[config.mk]
export PLATFORM = sky130hd
export DESIGN_NAME = imem_boot_loader
export DESIGN_NICKNAME = d
export VERILOG_FILES = /design/src/rtl/imem_boot_loader.sv
export SDC_FILE = /design/constraint.sdc
export NUM_CORES = 1
export LEC_CHECK = 0
export ABC_AREA = 1
export BUFFER_PORTS_ARGS = -buffer_cell sky130_fd_sc_hd__buf_2
export CORE_MARGIN = 5
export CORE_UTILIZATION = 35
export DETAILED_ROUTE_END_ITERATION = 12
export SLEW_MARGIN = 20
export SYNTH_ARGS = -nofsm -noshare
export SYNTH_HDL_FRONTEND = slang
export SYNTH_SLANG_ARGS = --single-unit
[constraint.sdc]
create_clock -name clk -period 4.7 [get_ports clk]
set_input_delay 0.705 -clock clk [delete_from_list [all_inputs] [get_ports clk]]
set_output_delay 0.705 -clock clk [all_outputs]
set_load 0.005 [all_outputs]
[src/rtl/imem_boot_loader.sv]
// Boot loader: parses a framed byte stream into instruction-memory writes and releases core reset.
// Define LOADER_CHECKSUM_EN to require a trailing XOR checksum byte per frame.
module imem_boot_loader #(
    parameter int unsigned ADDR_WIDTH = 8,
    parameter logic [7:0]  SYNC_BYTE  = 8'hA5
) (
    input  logic                  clk,
    input  logic                  reset,
    input  logic                  rx_valid,
    input  logic [7:0]            rx_data,
    output logic                  rx_ready,
    output logic                  imem_we,
    output logic [ADDR_WIDTH-1:0] imem_addr,
    output logic [31:0]           imem_wdata,
    output logic                  core_reset,
    output logic                  load_done,
    output logic                  load_err
);

    typedef enum logic [2:0] {
        ST_IDLE   = 3'd0,
        ST_LEN_LO = 3'd1,
        ST_LEN_HI = 3'd2,
        ST_DATA   = 3'd3,
        ST_CSUM   = 3'd4,
        ST_DONE   = 3'd5,
        ST_ERR    = 3'd6
    } state_t;

    localparam logic [16:0] MAX_WORDS = 17'd1 << ADDR_WIDTH;
`ifdef LOADER_CHECKSUM_EN
    localparam state_t TAIL_STATE = ST_CSUM;
`else
    localparam state_t TAIL_STATE = ST_DONE;
`endif

    function automatic logic [7:0] csum_fold(input logic [7:0] acc, input logic [7:0] b);
        return acc ^ b;
    endfunction

    state_t      state_r;
    logic [15:0] count_r;
    logic [15:0] word_idx_r;
    logic [1:0]  byte_idx_r;
    logic [23:0] word_buf_r;
    logic [7:0]  csum_r;
    logic        last_wr_r;

    logic        accept_s;
    logic [15:0] len_s;

    // Handshake qualifier and the full word count as seen during the high length byte
    always_comb begin
        accept_s = rx_valid && rx_ready;
        len_s    = {rx_data, count_r[7:0]};
    end

    // Frame parser FSM with all outputs registered
    always_ff @(posedge clk or posedge reset) begin
        if (reset) begin
            state_r    <= ST_IDLE;
            rx_ready   <= 1'b1;
            imem_we    <= 1'b0;
            imem_addr  <= '0;
            imem_wdata <= 32'h0000_0000;
            core_reset <= 1'b1;
            load_done  <= 1'b0;
            load_err   <= 1'b0;
            count_r    <= 16'h0000;
            word_idx_r <= 16'h0000;
            byte_idx_r <= 2'd0;
            word_buf_r <= 24'h00_0000;
            csum_r     <= 8'h00;
            last_wr_r  <= 1'b0;
        end else begin
            imem_we <= 1'b0;
            case (state_r)
                ST_IDLE: begin
                    if (accept_s && (rx_data == SYNC_BYTE)) begin
                        state_r <= ST_LEN_LO;
                        csum_r  <= 8'h00;
                    end
                end
                ST_LEN_LO: begin
                    if (accept_s) begin
                        count_r[7:0] <= rx_data;
                        state_r      <= ST_LEN_HI;
                    end
                end
                ST_LEN_HI: begin
                    if (accept_s) begin
                        count_r[15:8] <= rx_data;
                        word_idx_r    <= 16'h0000;
                        byte_idx_r    <= 2'd0;
                        if ({1'b0, len_s} > MAX_WORDS) begin
                            state_r  <= ST_ERR;
                            rx_ready <= 1'b0;
                            load_err <= 1'b1;
                        end else if (len_s == 16'h0000) begin
                            state_r    <= TAIL_STATE;
                            rx_ready   <= (TAIL_STATE != ST_DONE);
                            load_done  <= (TAIL_STATE == ST_DONE);
                            core_reset <= (TAIL_STATE != ST_DONE);
                        end else begin
                            state_r <= ST_DATA;
                        end
                    end
                end
                ST_DATA: begin
                    // The final word's write cycle stalls the stream so no byte slips in before the tail
                    if (last_wr_r) begin
                        last_wr_r  <= 1'b0;
                        state_r    <= TAIL_STATE;
                        rx_ready   <= (TAIL_STATE != ST_DONE);
                        load_done  <= (TAIL_STATE == ST_DONE);
                        core_reset <= (TAIL_STATE != ST_DONE);
                    end else if (accept_s) begin
                        csum_r <= csum_fold(csum_r, rx_data);
                        if (byte_idx_r == 2'd3) begin
                            imem_we    <= 1'b1;
                            imem_addr  <= word_idx_r[ADDR_WIDTH-1:0];
                            imem_wdata <= {rx_data, word_buf_r};
                            word_idx_r <= word_idx_r + 16'd1;
                            byte_idx_r <= 2'd0;
                            if ((word_idx_r + 16'd1) == count_r) begin
                                last_wr_r <= 1'b1;
                                rx_ready  <= 1'b0;
                            end
                        end else begin
                            word_buf_r <= {rx_data, word_buf_r[23:8]};
                            byte_idx_r <= byte_idx_r + 2'd1;
                        end
                    end
                end
                ST_CSUM: begin
                    if (accept_s) begin
                        rx_ready <= 1'b0;
                        if (rx_data == csum_r) begin
                            state_r    <= ST_DONE;
                            load_done  <= 1'b1;
                            core_reset <= 1'b0;
                        end else begin
                            state_r  <= ST_ERR;
                            load_err <= 1'b1;
                        end
                    end
                end
                ST_DONE: begin
                    rx_ready <= 1'b0;
                end
                ST_ERR: begin
                    rx_ready <= 1'b0;
                end
                default: begin
                    state_r  <= ST_ERR;
                    rx_ready <= 1'b0;
                    load_err <= 1'b1;
                end
            endcase
        end
    end

endmodule

==> summary.txt, run 1 <==
Power and ir drop
  – Worst vdd ir: 0.289 mV
  – Power Density: slightly below 400 nW/um^2
  – Final Power: around 2.5 mW
  – Leak: 3.22 nW

Final layout
  – Leading cell type in the layout, fill and taps excluded: nand2_1
  – Fraction of layout cells with a size suffix above 1: between 10% and 20%
  – Layout Area Growth over Synthesis: 18.6%
  – Most frequent cells in the layout: nand2_1 (195), dfrtp_1 (113), o21ai_0 (77)
  – Antenna diode count: 0
  – # nets final: 730
  – Post-Layout Cell Count: 939
  – # fillers: 1560

Clock network
  – Num CTS Buffers: 17
  – Clk sinks: about 120
  – H-tree levels: 4
  – # Post-CTS Setup Buffers: 0
  – Clock tree from TritonCTS: done
  – Skew-Pair Late Insertion Delay: about 410 ps
  – Hold-fix buffers at CTS: 0
  – Clock Pin Slew Worst Setup and Hold Paths: 50 ps
  – Post-CTS sizing: 0
  – Clk buf depth: 2
  – Clock root cell: clkbuf_16

GRT
  – Grt ovf: 0
  – First-pass GRT wire length: 22400 um
  – Pin count of the biggest net entering global routing: 53
  – Total Routing Usage GR: ~15%
  – Initial antenna violation count: 0
  – Number of global-route vias before repair: 4418

Synthesis
  – Post-Synth Simple-Gate Area: 26.1%
  – Synth Area in Adders: 0.456%
  – Post-Synth XOR/XNOR Area: 2.01%
  – Number of enable flip-flop cells after synthesis: 0
  – Synthesized instance count: between 600 and 700
  – Synth unique cells: 37
  – Main synth FF type: dfrtp_1
  – Syn_nets: 671
  – Syn_area_per_cell: about 8.3 sq um
  – Ys async rst share: 100%
  – Sequential area share after synthesis: 52.5%
  – Mux share of post-synthesis cell area: 0%
  – Mapped cell area: 5490 sq um
  – Synth Register Bits: 115
  – Largest family of logic cells by synthesized area: simple AND/OR/NAND/NOR gates
  – Ys Warns: 0
  – Synth Area in Compound Gates: 11.9%

Route
  – Post-route ant nets: 0
  – Vias/cell: roughly 4.7
  – M1 WL: 6470 um
  – Met2 wire length: about 5700 um
  – Highest routed layer: met4
  – Detailed-route DRC error count: 0
  – WL final: 12900 um
  – Router iterations before antenna repair: 5
  – Via count: ~4400
  – DR WL/cell: 13.7 um
  – Met3 WL: just over 500 um
  – First DRT Iteration DRCs: 302

Die
  – I/O Pins: 56
  – Chip Width: around 140 um
  – Initial core utilization: 35.8%
  – Core outline area: between 15000 and 20000 sq um
  – Row cnt: between 40 and 50
  – Die Y: between 100 and 150 um
  – Die Footprint: 18300 sq um

STA
  – RSZ-0062 raised after global routing: false
  – Final hold vios: 0
  – Slew Viols, Final: 0
  – Final setup violating endpoints: 0
  – Max Clock Skew: between 7 and 8 ps
  – Min cycle time layout: ~2800 ps
  – Hold WS: approximately 300 ps
  – Max Clk Rate: around 360 MHz
  – Worst-Margin Slew: slightly below 700 ps
  – Period utilization: 59.9%
  – Worst rel slew slack: 54.0%
  – Setup WS post-layout: 1880 ps
  – TNS Setup: 0 ps

Critical path
  – Crit-path max FO: between 40 and 50
  – Setup crit end kind: register
  – Arrival time at the worst endpoint: 3140 ps
  – Crit Reg-Reg Startpoint: state_r[0]
  – Reg2reg end: word_idx_r[0]
  – Crit path launch type: register
  – Worst path required time: around 5000 ps
  – FF-to-FF path depth: 10
  – Critical path type: reg2reg
  – R2R setup slack: 1880 ps

Placed design
  – Dpl hpwl: about 9000 um
  – GPL Wtd Cong: 0.846
  – Post-place setup slack: 1770 ps
  – Placed cell count: 909
  – Number of port buffers: 55

Status
  – Status: finished clean

Worst hold path
  – HP Class: in2async

Run
  – Max Cap Viol: 0
flip-flops by register name (all words and copies together) (netlist names):
register	count
byte_idx_r	2
core_reset	1
count_r	16
csum_r	8
imem_addr	8
imem_wdata	32
imem_we	1
last_wr_r	1
load_done	1
load_err	1
rx_ready	1
state_r	3
word_buf_r	24
word_idx_r	16
how the worst max path moves through the flow:
stage | startpoint | endpoint | slack [ps] | cells after the start
after floorplan | reset | byte_idx_r[0] | 950 | 1
after global placement | rx_valid | word_idx_r[0] | 1830 | 9
after detailed placement | rx_valid | word_idx_r[0] | 1770 | 9
after CTS | state_r[0] | word_idx_r[0] | 1830 | 10
after global routing | state_r[0] | word_idx_r[0] | 1560 | 10
final | state_r[0] | word_idx_r[0] | 1880 | 10
layer usage:
layer | track usage (%) | up-vias
li1 | - | 2255
met1 | 21.7 | 2052
met2 | 23.1 | 88
met3 | 3.86 | 10
met4 | 5.66 | 0
met5 | 0 | -
through the flow:
stage / utilization, % / cell area (sq um)
after floorplan: - / 5490
after global placement: 38.9 / 5950
after detailed placement: 38.9 / 5950
after CTS: 42.5 / 6510
after global routing: 42.5 / 6510
final: 42.5 / 6510
final cells by class:
class | count | area [sq um] | share of cell area [%]
Sequential cell | 115 | 2880 | 44.2
Multi-Input combinational cell | 450 | 2220 | 34.1
Timing Repair Buffer | 60 | 313 | 4.80
Clock buffer | 27 | 543 | 8.34
Inverter | 73 | 277 | 4.25
Clock inverter | 3 | 17.5 | 0.269
Tap cell | 211 | 264 | 4.05
logic make-up after synthesis:
family | count (synthesis)
compound gates | 113
flops | 115
fa+ha+maj | 2
simple gates | 324
buf+inv | 93
xor+xnor | 11
critical path, cell delays in order (launching register included):
cell and delay, ps:
dfrtp_1 460, nand2_2 140, nor2_4 310, inv_2 80, nor2_2 130, inv_2 70, nor2_4 450, inv_2 360
buf_4 390, nor2_1 180, o21bai_1 130
synthesized netlist by cell type (2+ instances only):
cell type	count	area (sq um)
dfstp_2	2	52.6
inv_2	4	15.0
nor4_1	2	12.5
ha_1	2	25.0
o21bai_1	2	15.0
inv_1	69	259
nor2_2	5	31.3
o21ai_2	6	52.6
nand3b_1	5	37.5
o21ai_0	77	385
nor2_1	32	120
nand4_1	11	68.8
dfrtp_1	113	2830
o22ai_2	5	62.6
nand2_2	5	31.3
nor2_4	6	67.6
nand3_1	58	290
buf_2	6	30.0
a21oi_1	7	35.0
o21ai_1	11	55.1
xor2_1	9	78.8
buf_6	4	45.0
nand2_1	195	732
clkbuf_1	9	33.8
where the power goes:
| part | internal, mW | switching, mW |
|---|---|---|
| Combinational | 0.0886 | 0.174 |
| Sequential | 1.03 | 0.0432 |
| Clock | 0.778 | 0.420 |
| Total | 1.89 | 0.637 |
Power figures use the tool's default switching activity.
==> run 2: changes to the inputs <==
--- a/config.mk
+++ b/config.mk
@@ -5,7 +5,7 @@
 export SDC_FILE = /design/constraint.sdc
 export NUM_CORES = 1
 export LEC_CHECK = 0
-export ABC_AREA = 1
+export ABC_AREA = 0
 export BUFFER_PORTS_ARGS = -buffer_cell sky130_fd_sc_hd__buf_2
 export CORE_MARGIN = 5
 export CORE_UTILIZATION = 35
==> constraint.sdc (replaced) <==
create_clock -name clk -period 2.34 [get_ports clk]
set_input_delay 0.351 -clock clk [delete_from_list [all_inputs] [get_ports clk]]
set_output_delay 0.351 -clock clk [all_outputs]
set_load 0.005 [all_outputs]
==> summary.txt, run 2 <==
Status
  – Status: finished clean (unchanged)

Synthesis
  – Mapped cell area: 5470 sq um (was 5490 sq um)
  – Synthesized instance count: 529 (was 658)
  – Ys async rst share: 100% (unchanged)
  – Synth Register Bits: 115 (unchanged)
  – Main synth FF type: dfrtp_1 (unchanged)
  – Area share of the largest cell type after synthesis: 51.7% (was 51.5%)
  – Syn_area_per_cell: 10.3 sq um (was 8.34 sq um)
  – Syn_nets: 542 (was 671)
  – Sequential area share after synthesis: 52.6% (was 52.5%)
  – Ys Warns: 0 (unchanged)
  – Number of enable flip-flop cells after synthesis: 0 (unchanged)
  – Most common cell in the netlist: dfrtp_1 (was nand2_1)
  – Most frequent cells after synthesis: dfrtp_1 (113), nand2_1 (111), mux2_2 (54) (was nand2_1 (195), dfrtp_1 (113), o21ai_0 (77))
  – Synth area leaders: dfrtp_1 (52%), mux2_2 (11%), nand2_1 (7.6%) (was dfrtp_1 (52%), nand2_1 (13%), o21ai_0 (7.0%))
  – Synth area leader: dfrtp_1 (unchanged)
  – Synth unique cells: 61 (was 37)

Placed design
  – Number of port buffers: 55 (unchanged)
  – GPL Wtd Cong: 0.940 (was 0.846)
  – Dpl hpwl: 9240 um (was 9000 um)
  – Area after DPL: 6110 sq um (was 5950 sq um)

Final layout
  – # nets final: 613 (was 730)
  – Design area: 6780 sq um (was 6510 sq um)
  – Fraction of layout cells with a size suffix above 1: 30.9% (was 17.4%)
  – Antenna diode count: 0 (unchanged)
  – Largest regs: imem_wdata: 32 flops, word_buf_r: 24 flops (unchanged)
  – Most frequent cells in the layout: nand2_1 (110), dfrtp_1 (108), buf_2 (55) (was nand2_1 (195), dfrtp_1 (113), o21ai_0 (77))
  – Max FFs per register: 32 (unchanged)
  – Layout Area Growth over Synthesis: 23.8% (was 18.6%)
  – Layout Utilization: 44.4% (was 42.5%)
  – Largest reg by FF count: imem_wdata (unchanged)
  – # fillers: 1434 (was 1560)
  – Leading cell type in the layout, fill and taps excluded: nand2_1 (unchanged)

Die
  – Die Footprint: 18200 sq um (was 18300 sq um)
  – Row cnt: 45 (unchanged)
  – Initial core utilization: 35.9% (was 35.8%)
  – Core outline area: 15300 sq um (about the same)
  – I/O Pins: 56 (unchanged)
  – Chip Width: 135 um (about the same)
  – Die Y: 135 um (about the same)

STA
  – Max Clk Rate: 453 MHz (was 355 MHz)
  – Final setup violating endpoints: 0 (unchanged)
  – TNS Setup: 0 ps (unchanged)
  – Slew Viols, Final: 0 (unchanged)
  – Worst-Margin Slew: 473 ps (was 690 ps)
  – Worst rel slew slack: 68.5% (was 54.0%)
  – Final hold vios: 0 (unchanged)
  – Period utilization: 94.4% (was 59.9%)
  – Max Clock Skew: 9.32 ps (was 7.43 ps)
  – Min cycle time layout: 2210 ps (was 2820 ps)
  – Hold WS: 295 ps (was 296 ps)

Power and ir drop
  – Power Density: 919 nW/um^2 (was 388 nW/um^2)
  – Final Power: 6.23 mW (was 2.53 mW)
  – Worst vdd ir: 0.602 mV (was 0.289 mV)
  – Leak: 3.25 nW (was 3.22 nW)

GRT
  – First-pass GRT wire length: 22300 um (was 22400 um)
  – Total Routing Usage GR: 15.4% (about the same)
  – Pin count of the biggest net entering global routing: 77 (was 53)
  – Grt ovf: 0 (unchanged)
  – Initial antenna violation count: 1 (was 0)
  – Number of global-route vias before repair: 4250 (was 4418)

Critical path
  – Critical path type: reg2reg (unchanged)
  – Setup crit end kind: register (unchanged)
  – Crit-path max FO: 7 (was 46)
  – R2R setup slack: 130 ps (was 1880 ps)
  – Crit path launch type: register (unchanged)
  – Arrival time at the worst endpoint: 2560 ps (was 3140 ps)
  – Worst path required time: 2690 ps (was 5030 ps)

Route
  – First DRT Iteration DRCs: 349 (was 302)
  – WL final: 13300 um (was 12900 um)
  – Detailed-route DRC error count: 0 (unchanged)
  – Vias/cell: 5.11 (was 4.69)
  – Post-route ant nets: 0 (unchanged)
  – Router iterations before antenna repair: 6 (was 5)
  – DR WL/cell: 16.2 um (was 13.7 um)
  – Via count: 4208 (was 4405)

Clock network
  – Clk buf depth: 2 (unchanged)
  – Skew-Pair Late Insertion Delay: 410 ps (about the same)
  – H-tree levels: 4 (unchanged)
  – Clock tree from TritonCTS: done (unchanged)
  – Clock root cell: clkbuf_16 (unchanged)
  – Num CTS Buffers: 17 (unchanged)
  – Clock Pin Slew Worst Setup and Hold Paths: 50 ps (about the same)
  – Clk sinks: 115 (unchanged)

Run
  – Max Cap Viol: 0 (unchanged)

Worst hold path
  – HP Class: in2reg (was in2async)
run 2: final cells by class:
type / count / area (sq um) / area share (%)
Clock inverter: 14 / 178 / 2.62
Sequential cell: 115 / 2890 / 42.6
Tap cell: 211 / 264 / 3.90
Multi-Input combinational cell: 377 / 2460 / 36.4
Inverter: 8 / 33.8 / 0.499
Clock buffer: 17 / 425 / 6.28
Timing Repair Buffer: 81 / 523 / 7.72
run 2: cells by family after synthesis:
family                   share of synthesized area [%]
AO/OA/AOI/OAI                                     10.1
XOR/XNOR                                          5.37
adder cells (fa/ha/maj)                          0.640
buffers and inverters                             2.97
flip-flops                                        52.6
multiplexers                                      11.3
AND/OR/NAND/NOR                                   17.0
run 2: timing repair:
action,in CTS,in global routing
hold buffers,1,0
resized for setup,0,11
setup buffers,0,1
setup endpoints to repair,0,2
hold endpoints to repair,8,0
run 2: path summary, 6_finish.rpt:
kind	endpoint	depth (start not counted)	from
min in group asynchronous	imem_addr[2]	3	reset
max in group asynchronous	rx_ready	4	reset
setup reg to reg	last_wr_r	6	word_idx_r[9]
setup / recovery	last_wr_r	6	word_idx_r[9]
hold reg to reg	load_err	1	load_err
hold / removal	csum_r[7]	3	rx_data[7]
run 2: per-layer routing:
layer / vias to the layer above / routed length (um) / track usage [%]
li1: 1987 / - / -
met5: - / 0 / 0
met1: 2112 / 5990 / 20.4
met4: 0 / 165 / 4.59
met2: 94 / 6580 / 25.0
met3: 15 / 611 / 4.06
run 2: critical path, stage by stage (launching register included):
cell and delay, ps:
dfrtp_1 490, nand4_4 190, nor4_4 320, xnor2_1 120, or4_4 550, nor4_4 300, a22o_1 160
run 2: power breakdown:
part / internal, mW / switching, mW / total (mW) / leakage (nW)
registers: 2.25 / 0.268 / 2.52 / 1.55
clock network: 1.68 / 0.942 / 2.62 / 0.294
logic: 0.548 / 0.537 / 1.08 / 1.40
run 2: metrics by stage:
step	cells	setup WS (ps)
after floorplan	529	200
after global placement	790	126
after detailed placement	790	38.3
after CTS	822	28.0
after global routing	823	-7.22
final	823	131
